===== src/rtl/bin2bcd_pkg.sv =====
// Shared widths, constants, tag type and binary-to-BCD helper for the bin2bcd blocks.
package bin2bcd_pkg;

  localparam int unsigned BIN_W = 11;
  localparam int unsigned BCD_W = 17;
  localparam int unsigned DIG_W = 16;
  localparam int unsigned ID_W  = 3;
  localparam int unsigned CNT_W = 16;

  localparam logic [BIN_W-1:0] BIN_NEG_MAX = 11'h400;

  typedef struct packed {
    logic            valid;
    logic [ID_W-1:0] id;
  } tag_t;

  // Signed 11-bit to {sign, 4 BCD digits} via shift-and-add-3.
  function automatic logic [BCD_W-1:0] bin_to_bcd(input logic [BIN_W-1:0] bin);
    logic [BIN_W-1:0] mag;
    logic [DIG_W-1:0] bcd;
    mag = bin[BIN_W-1] ? BIN_W'(-bin) : bin;
    bcd = '0;
    for (int i = BIN_W - 1; i >= 0; i--) begin
      for (int d = 0; d < 4; d++) begin
        if (bcd[4*d +: 4] >= 4'd5) begin
          bcd[4*d +: 4] = bcd[4*d +: 4] + 4'd3;
        end
      end
      bcd = {bcd[DIG_W-2:0], mag[i]};
    end
    return {bin[BIN_W-1], bcd};
  endfunction

endpackage


===== src/rtl/bin2bcd.sv =====
// Pipelined signed binary to BCD converter; conversion in the first stage,
// result delayed through PIPE_STAGE register stages in total.
module bin2bcd
  import bin2bcd_pkg::*;
#(
  parameter int unsigned PIPE_STAGE = 4
) (
  input  logic             clk,
  input  logic             rstn,
  input  logic             in_vld,
  input  logic [BIN_W-1:0] in_bin,
  output logic             out_vld,
  output logic [BCD_W-1:0] out_bcd
);

  logic [PIPE_STAGE-1:0]            vld_d, vld_q;
  logic [PIPE_STAGE-1:0][BCD_W-1:0] bcd_d, bcd_q;

  always_comb begin
    vld_d    = '0;
    bcd_d    = '0;
    vld_d[0] = in_vld;
    bcd_d[0] = bin_to_bcd(in_bin);
    for (int s = 1; s < int'(PIPE_STAGE); s++) begin
      vld_d[s] = vld_q[s-1];
      bcd_d[s] = bcd_q[s-1];
    end
  end

  always_ff @(posedge clk or negedge rstn) begin
    if (!rstn) begin
      vld_q <= '0;
      bcd_q <= '0;
    end else begin
      vld_q <= vld_d;
      bcd_q <= bcd_d;
    end
  end

  assign out_vld = vld_q[PIPE_STAGE-1];
  assign out_bcd = bcd_q[PIPE_STAGE-1];

endmodule


===== src/rtl/bin2bcd_sched.sv =====
// Round-robin scheduler sharing one bin2bcd converter among NREQ requesters,
// with a tag pipeline tracking result ownership.
// Optional BIN2BCD_SCHED_STAT_EN adds saturating per-requester grant counters on stat_gnt.
module bin2bcd_sched
  import bin2bcd_pkg::*;
#(
  parameter int unsigned NREQ = 4,
  parameter int unsigned LAT  = 4
) (
  input  logic                  clk,
  input  logic                  rstn,
  input  logic [NREQ-1:0]       req_vld,
  input  logic [NREQ*BIN_W-1:0] req_bin,
  output logic [NREQ-1:0]       req_rdy,
  output logic                  rsp_vld,
  output logic [ID_W-1:0]       rsp_id,
  output logic [BCD_W-1:0]      rsp_bcd,
  output logic                  err
`ifdef BIN2BCD_SCHED_STAT_EN
  ,
  output logic [NREQ*CNT_W-1:0] stat_gnt
`endif
);

  logic [ID_W-1:0]  ptr_d, ptr_q;
  logic [7:0]       vld_ext;
  logic [ID_W-1:0]  cand;
  logic             gnt_any;
  logic [ID_W-1:0]  gnt_id;
  logic [BIN_W-1:0] bin_sel;
  logic [BIN_W-1:0] bin_cv;
  tag_t [LAT-1:0]   tag_d, tag_q;
  logic             err_d, err_q;
  logic             cv_vld;
  logic [BCD_W-1:0] cv_bcd;

  // Search starts one past the last granted requester and wraps.
  always_comb begin
    vld_ext = 8'(req_vld);
    cand    = '0;
    gnt_any = 1'b0;
    gnt_id  = '0;
    for (int k = 0; k < int'(NREQ); k++) begin
      cand = ID_W'((int'(ptr_q) + 1 + k) % int'(NREQ));
      if (!gnt_any && vld_ext[cand]) begin
        gnt_any = 1'b1;
        gnt_id  = cand;
      end
    end
  end

  always_comb begin
    req_rdy = '0;
    bin_sel = '0;
    for (int i = 0; i < int'(NREQ); i++) begin
      if (gnt_id == ID_W'(i)) begin
        req_rdy[i] = gnt_any & rstn;
        bin_sel    = req_bin[i*BIN_W +: BIN_W];
      end
    end
    bin_cv = (bin_sel == BIN_NEG_MAX) ? '0 : bin_sel;
    ptr_d  = gnt_any ? gnt_id : ptr_q;
  end

  // Tag pipeline runs in lockstep with the converter stages.
  always_comb begin
    tag_d          = '0;
    tag_d[0].valid = gnt_any;
    tag_d[0].id    = gnt_id;
    for (int s = 1; s < int'(LAT); s++) begin
      tag_d[s] = tag_q[s-1];
    end
    err_d = err_q | (cv_vld != tag_q[LAT-1].valid);
  end

  always_ff @(posedge clk or negedge rstn) begin
    if (!rstn) begin
      ptr_q <= ID_W'(NREQ - 1);
      tag_q <= '0;
      err_q <= 1'b0;
    end else begin
      ptr_q <= ptr_d;
      tag_q <= tag_d;
      err_q <= err_d;
    end
  end

  bin2bcd #(
    .PIPE_STAGE(LAT)
  ) u_cv (
    .clk    (clk),
    .rstn   (rstn),
    .in_vld (gnt_any),
    .in_bin (bin_cv),
    .out_vld(cv_vld),
    .out_bcd(cv_bcd)
  );

  assign rsp_vld = tag_q[LAT-1].valid;
  assign rsp_id  = tag_q[LAT-1].id;
  assign rsp_bcd = cv_bcd;
  assign err     = err_q;

`ifdef BIN2BCD_SCHED_STAT_EN
  logic [NREQ-1:0][CNT_W-1:0] cnt_d, cnt_q;

  always_comb begin
    cnt_d = cnt_q;
    for (int i = 0; i < int'(NREQ); i++) begin
      if (gnt_any && gnt_id == ID_W'(i) && cnt_q[i] != {CNT_W{1'b1}}) begin
        cnt_d[i] = cnt_q[i] + CNT_W'(1);
      end
    end
  end

  always_ff @(posedge clk or negedge rstn) begin
    if (!rstn) begin
      cnt_q <= '0;
    end else begin
      cnt_q <= cnt_d;
    end
  end

  assign stat_gnt = cnt_q;
`endif

endmodule

===== config.mk =====
export PLATFORM = sky130hd
export DESIGN_NAME = bin2bcd_sched
export DESIGN_NICKNAME = d
export VERILOG_FILES = /design/src/rtl/bin2bcd_pkg.sv /design/src/rtl/bin2bcd.sv /design/src/rtl/bin2bcd_sched.sv
export SDC_FILE = /design/constraint.sdc
export NUM_CORES = 1
export LEC_CHECK = 0
export ABC_AREA = 0
export CELL_PAD_IN_SITES_DETAIL_PLACEMENT = 1
export CELL_PAD_IN_SITES_GLOBAL_PLACEMENT = 1
export CORE_MARGIN = 1.5
export CORE_UTILIZATION = 39
export CTS_BUF_LIST = sky130_fd_sc_hd__clkbuf_2 sky130_fd_sc_hd__clkbuf_4 sky130_fd_sc_hd__clkbuf_8
export CTS_CLUSTER_DIAMETER = 30
export DETAILED_ROUTE_END_ITERATION = 10
export PLACE_DENSITY_LB_ADDON = 0.1
export SYNTH_ARGS = -nofsm -noshare
export SYNTH_HDL_FRONTEND = slang
export SYNTH_SLANG_ARGS = --single-unit
export TNS_END_PERCENT = 100

===== constraint.sdc =====
create_clock -name clk -period 7.89 [get_ports clk]
set_input_delay 2.367 -clock clk [delete_from_list [all_inputs] [get_ports clk]]
set_output_delay 2.367 -clock clk [all_outputs]
set_load 0.05 [all_outputs]

==> run_results.csv, run 1 <==
group,metric,value,unit
clock_tree,h-tree-depth,3,
place,dp.cells,952,
floorplan,die_width,117,microns
logic_synthesis,synth_mux_area_share,5.15,%
logic_synthesis,synth-async-reset-ratio,100,%
clock_tree,cts_buffer_depth,2,
timing,worst_endpoint,"u_cv.bcd_d[19]$_DFF_PN0_/D",
logic_synthesis,yosysMostFrequentCell,"dfrtp_1",
logic_synthesis,synthCells,533,
floorplan,die_h,117,microns
floorplan,boundaryPins,76,
logic_synthesis,ys_seq_elements,74,
logic_synthesis,synth_top_area_share,35.5,%
place,post_dp_cell_area,7540,sq um
place,place_hpwl,13800,microns
clock_tree,cts_inserted_buffers,9,
logic_synthesis,avgSynthCellArea,9.53,sq um
logic_synthesis,synthSimpleGateAreaFrac,18.6,%
floorplan,rows,41,
logic_synthesis,syn_area,5080,sq um
global_routing,track_usage,76.8,%
logic_synthesis,ys_top_cells_by_area,"dfrtp_1, ha_1, nor2_1",
logic_synthesis,synth-xor-area-share,2.71,%
logic_synthesis,synth_common_cells,"dfrtp_1, nor2_1, nand2_1",
outcome,firstError,"[ERROR GRT-0232] Routing congestion too high. Check the congestion heatmap in the GUI.",
floorplan,start_util,40.1,%
outcome,failed_stage,"global routing (5_1_grt)",
outcome,run_status,"aborted with a tool error",
global_routing,gr-total-overflow,150,
logic_synthesis,synth_compound_area_share,27.8,%
logic_synthesis,synth_top_family_by_area,"compound AO/OA/AOI/OAI gates",
logic_synthesis,synth_top_area_cell,"dfrtp_1",
logic_synthesis,synth_edf_count,0,
clock_tree,root_buffer,"clkbuf_8",
place,finalWeightedCongestion,0.865,
logic_synthesis,ys_types,93,
logic_synthesis,yosys.area_share.adder,4.68,%
logic_synthesis,ys.flop_type,"dfrtp_1",
place,port_buffers,71,
logic_synthesis,synth-seq-area-share,36.5,%
logic_synthesis,yosysWarnings,0,
global_routing,grt_max_degree,75,
clock_tree,clkSinkCount,74,
timing,worst-ep-kind,"sequential cell input",
[kinds of logic after synthesis]
| group | count (synthesis) |
|---|---|
| xor+xnor | 11 |
| flops | 74 |
| mux | 24 |
| buf+inv | 48 |
| fa+ha+maj | 19 |
| compound gates | 172 |
| simple gates | 184 |
| other cells | 1 |
[per-layer routing]
| metal | GRT overflow | track usage [%] |
|---|---|---|
| met1 | 0 | 77.1 |
| met2 | 87 | 96.7 |
| met3 | 5 | 53.0 |
| met4 | 58 | 87.8 |
| met5 | 0 | 5.19 |
[repair_timing]
item                       in CTS
pin swaps                      63
gates resized for setup       114
setup endpoints to repair      13
setup buffers                  59
hold buffers                    0
[through the flow]
stage,utilization [%],worst slack (ps)
after CTS,68.7,-1610
after detailed placement,59.5,-2840
after global placement,59.5,-2250
after floorplan,-,-2010
==> run 2, diff against run 1 <==
- CELL_PAD_IN_SITES_DETAIL_PLACEMENT: 1 -> not set
- CELL_PAD_IN_SITES_GLOBAL_PLACEMENT: 1 -> not set
- CORE_UTILIZATION: 39 -> 30
- CTS_BUF_LIST: sky130_fd_sc_hd__clkbuf_2 sky130_fd_sc_hd__clkbuf_4 sky130_fd_sc_hd__clkbuf_8 -> not set
- CTS_CLUSTER_DIAMETER: 30 -> not set
- PLACE_DENSITY_LB_ADDON: 0.1 -> 0.15
- clock period: 7.89 -> 10.3 ns (I/O delays scaled with it)
==> run 2 against run 1 <==
Against the previous run:
- the run now ends clean
- synthesized cell count is the same
- area after synthesis is the same
==> run_results.csv, run 2 <==
group,metric,value,unit
setup_path,regToRegEndpoint,"u_cv.bcd_d[19]",
final_layout,fill_cells,1465,
final_layout,largest_reg_flops,45,
global_routing,track_usage,17.1,%
clock_tree,cts_inserted_buffers,9,
timing,setup_violations,0,
floorplan,coreArea,16600,sq um
timing,clock_skew,5.09,ps
place,place_hpwl,11400,microns
timing,slew_headroom,42.6,%
min_path,hold_depth,0,
timing,finalCritPeriodShare,100,%
routing,drt_iter0_markers,226,
min_path,min_from,"u_cv.vld_q[0]",
run,drv_cap,0,
timing,rsz0062_at_grt,"true",
min_path,hp-class,"reg2reg",
place,port_buffers,71,
routing,dr.pass1.iters,4,
place,dpl_worst_slack,-859,ps
logic_synthesis,ys_top_cells_by_area,"dfrtp_1, ha_1, nor2_1",
logic_synthesis,yosysMostFrequentCell,"dfrtp_1",
timing,hold_violations,0,
logic_synthesis,ys.flop_type,"dfrtp_1",
final_layout,layout-drive-gt1-share,51.3,%
timing,achievable-frequency,0.0971,GHz
final_layout,mostFrequentLayoutCells,"buf_4, dfrtp_1, clkdlybuf4s50_1, nor2_1, nand2_1",
clock_tree,clkSinkCount,74,
setup_path,worstSetupPathType,"in2reg",
setup_path,worstPathMaxFanout,5,
timing,fin_crit,10300,ps
min_path,hold_path_end,"u_cv.vld_q[1]",
routing,drcViolationCount,0,
logic_synthesis,synth_edf_count,0,
routing,vias,5342,
final_layout,final_util,54.5,%
setup_path,max_stage_delay,400,ps
global_routing,grt_max_degree,76,
floorplan,start_util,30.6,%
logic_synthesis,yosysWarnings,0,
timing,slew_viol_final,0,
timing,setup_ws,3.49,ps
setup_path,startpoint_type,"input port",
setup_path,required,10530,ps
floorplan,die_width,133,microns
global_routing,grt_pass1_wl,25200,microns
setup_path,crit_arrival,10530,ps
logic_synthesis,ys_types,93,
logic_synthesis,synth-async-reset-ratio,100,%
final_layout,syn2layout_area_growth,77.8,%
logic_synthesis,synth_top_area_share,35.5,%
final_layout,seqCellArea,1850,sq um
setup_path,path_common_cell,"buf_4",
clock_tree,clk-insertion-delay-late,320,ps
place,finalWeightedCongestion,0.868,
final_layout,multiInputGateArea,3810,sq um
logic_synthesis,avgSynthCellArea,9.53,sq um
logic_synthesis,ys_seq_elements,74,
clock_tree,cts_tree,"done",
routing,antenna_left,0,
floorplan,die-area,17700,sq um
clock_tree,clk_pin_slew_worst_paths,50,ps
setup_path,reg2reg_depth,46,
logic_synthesis,synth_common_cells,"dfrtp_1, nor2_1, nand2_1",
timing,worstMarginPinSlew,861,ps
routing,routed_wl,15600,microns
routing,viasPerCell,4.98,
outcome,run_status,"completed",
clock_tree,h-tree-depth,3,
clock_tree,cts_buffer_depth,2,
timing,hold-worst-slack,343,ps
clock_tree,root_buffer,"clkbuf_16",
logic_synthesis,syn_area,5080,sq um
global_routing,gr-total-overflow,0,
final_layout,nNetsFinal,916,
setup_path,cp-end-kind,"register",
floorplan,boundaryPins,76,
final_layout,diodes,0,
setup_path,reg2reg_setup_slack,2220,ps
floorplan,die_h,133,microns
floorplan,rows,47,
setup_path,r2r-start,"ptr_q[1]",
setup_path,slowest_stage,"or3b_4",
global_routing,grt_pass1_vias,5479,
global_routing,antenna_found_initial,0,
routing,wl_per_cell,14.6,microns
final_layout,final_common_cell,"buf_4",
logic_synthesis,synth_top_area_cell,"dfrtp_1",
logic_synthesis,synth-seq-area-share,36.5,%
logic_synthesis,synthCells,533,
[run 2: layer usage]
metal	global-route usage (%)	share of wire, %	vias up
li1	-	-	2636
met1	21.2	43	2607
met2	31.7	55	77
met3	1.33	1.5	22
met4	5.25	1.4	0
met5	0	0	-
[run 2: kinds of logic after synthesis]
kind of cell / count (synthesis) / synth area share (%)
fa+ha+maj: 19 / 4.68
xor+xnor: 11 / 2.71
simple gates: 184 / 18.6
compound gates: 172 / 27.8
flops: 74 / 36.5
other cells: 1 / 0.0738
buf+inv: 48 / 4.43
mux: 24 / 5.15
[run 2: critical path: cells and delay by family]
family	cells	cell delay, ps
AOI/OAI and AO/OA	17	3070
and+or+nand+nor	12	1810
buffers and inverters	13	1380
adders and majority gates	5	890
muxes	1	220
[run 2: metrics by stage]
| stage | setup TNS, ps | instance area [sq um] | std cells |
|---|---|---|---|
| 2_1_floorplan | -1200 | 5230 | 536 |
| 3_5_place_dp | -8930 | 7410 | 984 |
| 5_1_grt | -3270 | 9030 | 1072 |
| 3_3_place_gp | -6270 | 7410 | 984 |
| 6_report | 0 | 9030 | 1072 |
| 4_1_cts | -59.5 | 8350 | 1047 |
[run 2: cell type report]
cell class | count | area share, %
repair buffers | 318 | 28.9
clock inverters | 6 | 1.27
inverters | 30 | 1.44
flip-flops and latches | 74 | 20.5
multi-input cells | 414 | 42.2
well taps | 220 | 3.05
clock buffers | 10 | 2.53
[run 2: worst max path at each step]
stage,startpoint,depth (start not counted),endpoint
after floorplan,req_vld[1],52,u_cv.bcd_d[19]
after global placement,req_vld[3],36,u_cv.bcd_d[29]
after detailed placement,req_vld[3],47,u_cv.bcd_d[19]
after CTS,req_vld[1],49,u_cv.bcd_d[19]
after global routing,req_vld[2],47,u_cv.bcd_d[19]
final,req_vld[2],48,u_cv.bcd_d[19]
[run 2: repair_timing]
item                       in CTS  in global routing
setup endpoints to repair      12                 12
gates cloned                    0                  0
hold buffers                    0                  0
pin swaps                      36                 68
resized for setup              64                101
buffers inserted               47                 25
Power of run 2 is not shown: default switching activity piles up to over one toggle a cycle in this logic, so the estimate is an artifact.
==> run 3, diff against run 2 <==
- GPL_TIMING_DRIVEN: not set -> 0
==> run 3 against run 2 <==
Against the previous run:
- core utilization down 7.7 points
- sequential cell count unchanged
- global-route usage down 1.5 points
- count of clock-buffer cells in the layout up 2
- final cell count down 15%
- clock skew down 1.8 ps
- the flow now finishes with violations (negative setup slack)
- final area down 14%
- setup slack worse by 110 ps
==> run_results.csv, run 3 (same netlist as run 2, synthesis figures left out) <==
group,metric,value,unit
global_routing,gr-total-overflow,0,
floorplan,rows,47,
global_routing,grt.met1_usage,20.0,%
final_layout,layout-drive-gt1-share,38.5,%
routing,routed_wl,14100,microns
setup_path,startpoint_type,"input port",
setup_path,path_common_cell,"inv_2",
clock_tree,clkSinkCount,74,
timing,slew_viol_final,0,
global_routing,grt_pass1_wl,22700,microns
final_layout,nNetsFinal,755,
routing,drt_iter0_markers,302,
clock_tree,clk-insertion-delay-late,320,ps
routing,drcViolationCount,0,
floorplan,coreArea,16600,sq um
floorplan,die-area,17700,sq um
setup_path,reg2reg_setup_slack,2100,ps
routing,vias,4732,
final_layout,fill_cells,1572,
setup_path,regToRegEndpoint,"u_cv.bcd_d[19]",
min_path,hold_depth,0,
min_path,min_from,"u_cv.bcd_d[55]",
floorplan,die_h,133,microns
final_layout,diodes,0,
global_routing,grtUsageMet2,27.7,%
clock_tree,root_buffer,"clkbuf_16",
global_routing,grt_max_degree,76,
final_layout,final_common_cell,"dfrtp_1",
routing,dr.pass1.iters,4,
floorplan,start_util,30.6,%
global_routing,grt_pass1_vias,4762,
timing,fin_crit,10410,ps
setup_path,r2r-start,"ptr_q[1]",
routing,antenna_left,0,
clock_tree,cts_tree,"done",
place,finalWeightedCongestion,0.819,
final_layout,mostFrequentLayoutCells,"dfrtp_1, buf_4, clkdlybuf4s50_1, nor2_1, nand2_1",
clock_tree,cts_inserted_buffers,9,
setup_path,slowest_stage,"or3_4",
routing,viasPerCell,5.19,
global_routing,busiest_layer,"met2",
setup_path,reg2reg_depth,50,
global_routing,track_usage,15.6,%
timing,slew_headroom,41.5,%
setup_path,cp-end-kind,"register",
place,port_buffers,71,
final_layout,syn2layout_area_growth,52.8,%
final_layout,stdcell_count,911,
clock_tree,hold_buffers,0,
timing,setup_violations,4,
routing,wl_per_cell,15.5,microns
clock_tree,h-tree-depth,3,
timing,worstMarginPinSlew,878,ps
floorplan,die_width,133,microns
timing,rsz0062_at_grt,"true",
min_path,hold_path_end,"u_cv.out_bcd[4]",
timing,setup_ws,-111,ps
final_layout,largest_reg_flops,45,
clock_tree,cts_buffer_depth,2,
setup_path,worstPathMaxFanout,6,
global_routing,grt.met3_usage,1.52,%
timing,hold-worst-slack,344,ps
outcome,violations,"negative setup slack",
timing,finalCritPeriodShare,101,%
place,place_hpwl,9670,microns
timing,clock_skew,3.26,ps
run,drv_cap,0,
global_routing,antenna_found_initial,0,
place,post_dp_cell_area,6210,sq um
final_layout,design_area,7760,sq um
outcome,run_status,"finished, violations left",
clock_tree,clk_pin_slew_worst_paths,50,ps
setup_path,crit_arrival,10650,ps
place,dp.cells,827,
timing,achievable-frequency,0.0960,GHz
min_path,hp-class,"reg2reg",
setup_path,worstSetupPathType,"in2reg",
setup_path,max_stage_delay,410,ps
floorplan,boundaryPins,76,
setup_path,required,10540,ps
timing,hold_violations,0,
## run 3: what timing repair did
item,in CTS,in global routing
pin swaps,47,39
setup buffers,50,19
setup endpoints to repair,13,12
resized for setup,105,53
endpoints found under the hold margin,0,0
## run 3: worst max path at each step
stage                    start             end  slack [ps]  cells after the start
floorplan           req_vld[1]  u_cv.bcd_d[19]        -330                     52
global placement    req_vld[0]  u_cv.bcd_d[19]       -1850                     53
detailed placement  req_vld[0]  u_cv.bcd_d[19]       -1980                     53
CTS                 req_vld[1]  u_cv.bcd_d[19]        -130                     53
global route        req_vld[2]  u_cv.bcd_d[19]        -520                     47
finish              req_vld[1]  u_cv.bcd_d[19]        -110                     51
## run 3: worst max-delay path, delay by kind of cell
kind,cells,cell delay (ps)
and+or+nand+nor,12,1580
muxes,2,500
adders and majority gates,8,1380
AOI/OAI and AO/OA,18,3220
buffers and inverters,11,890
## run 3: metrics by stage
| step | setup TNS (ps) | setup WS (ps) | utilization, % |
|---|---|---|---|
| finish | -325 | -111 | 46.8 |
| global route | -3920 | -520 | 46.8 |
| CTS | -408 | -134 | 44.4 |
| detailed placement | -21370 | -1980 | 37.4 |
| global placement | -20800 | -1850 | 37.5 |
| floorplan | -1200 | -325 | - |
## run 3: layout make-up
cell class | instances | area, sq um | share of cell area (%)
clock buffer | 12 | 267 | 3.43
sequential | 74 | 1850 | 23.9
inverter | 30 | 118 | 1.52
timing repair buffer | 139 | 1260 | 16.3
clock inverter | 4 | 72.6 | 0.935
multi-input combinational | 414 | 3740 | 48.2
buffer | 18 | 170 | 2.19
tap | 220 | 275 | 3.55
## run 3: per-layer routing
layer / up-vias / part of all wire [%]
met1: 2322 / 44
met3: 15 / 2.6
met4: 0 / 1.8
met5: - / 0
met2: 82 / 52
li1: 2313 / -
Power of run 3 is left out for the same reason.
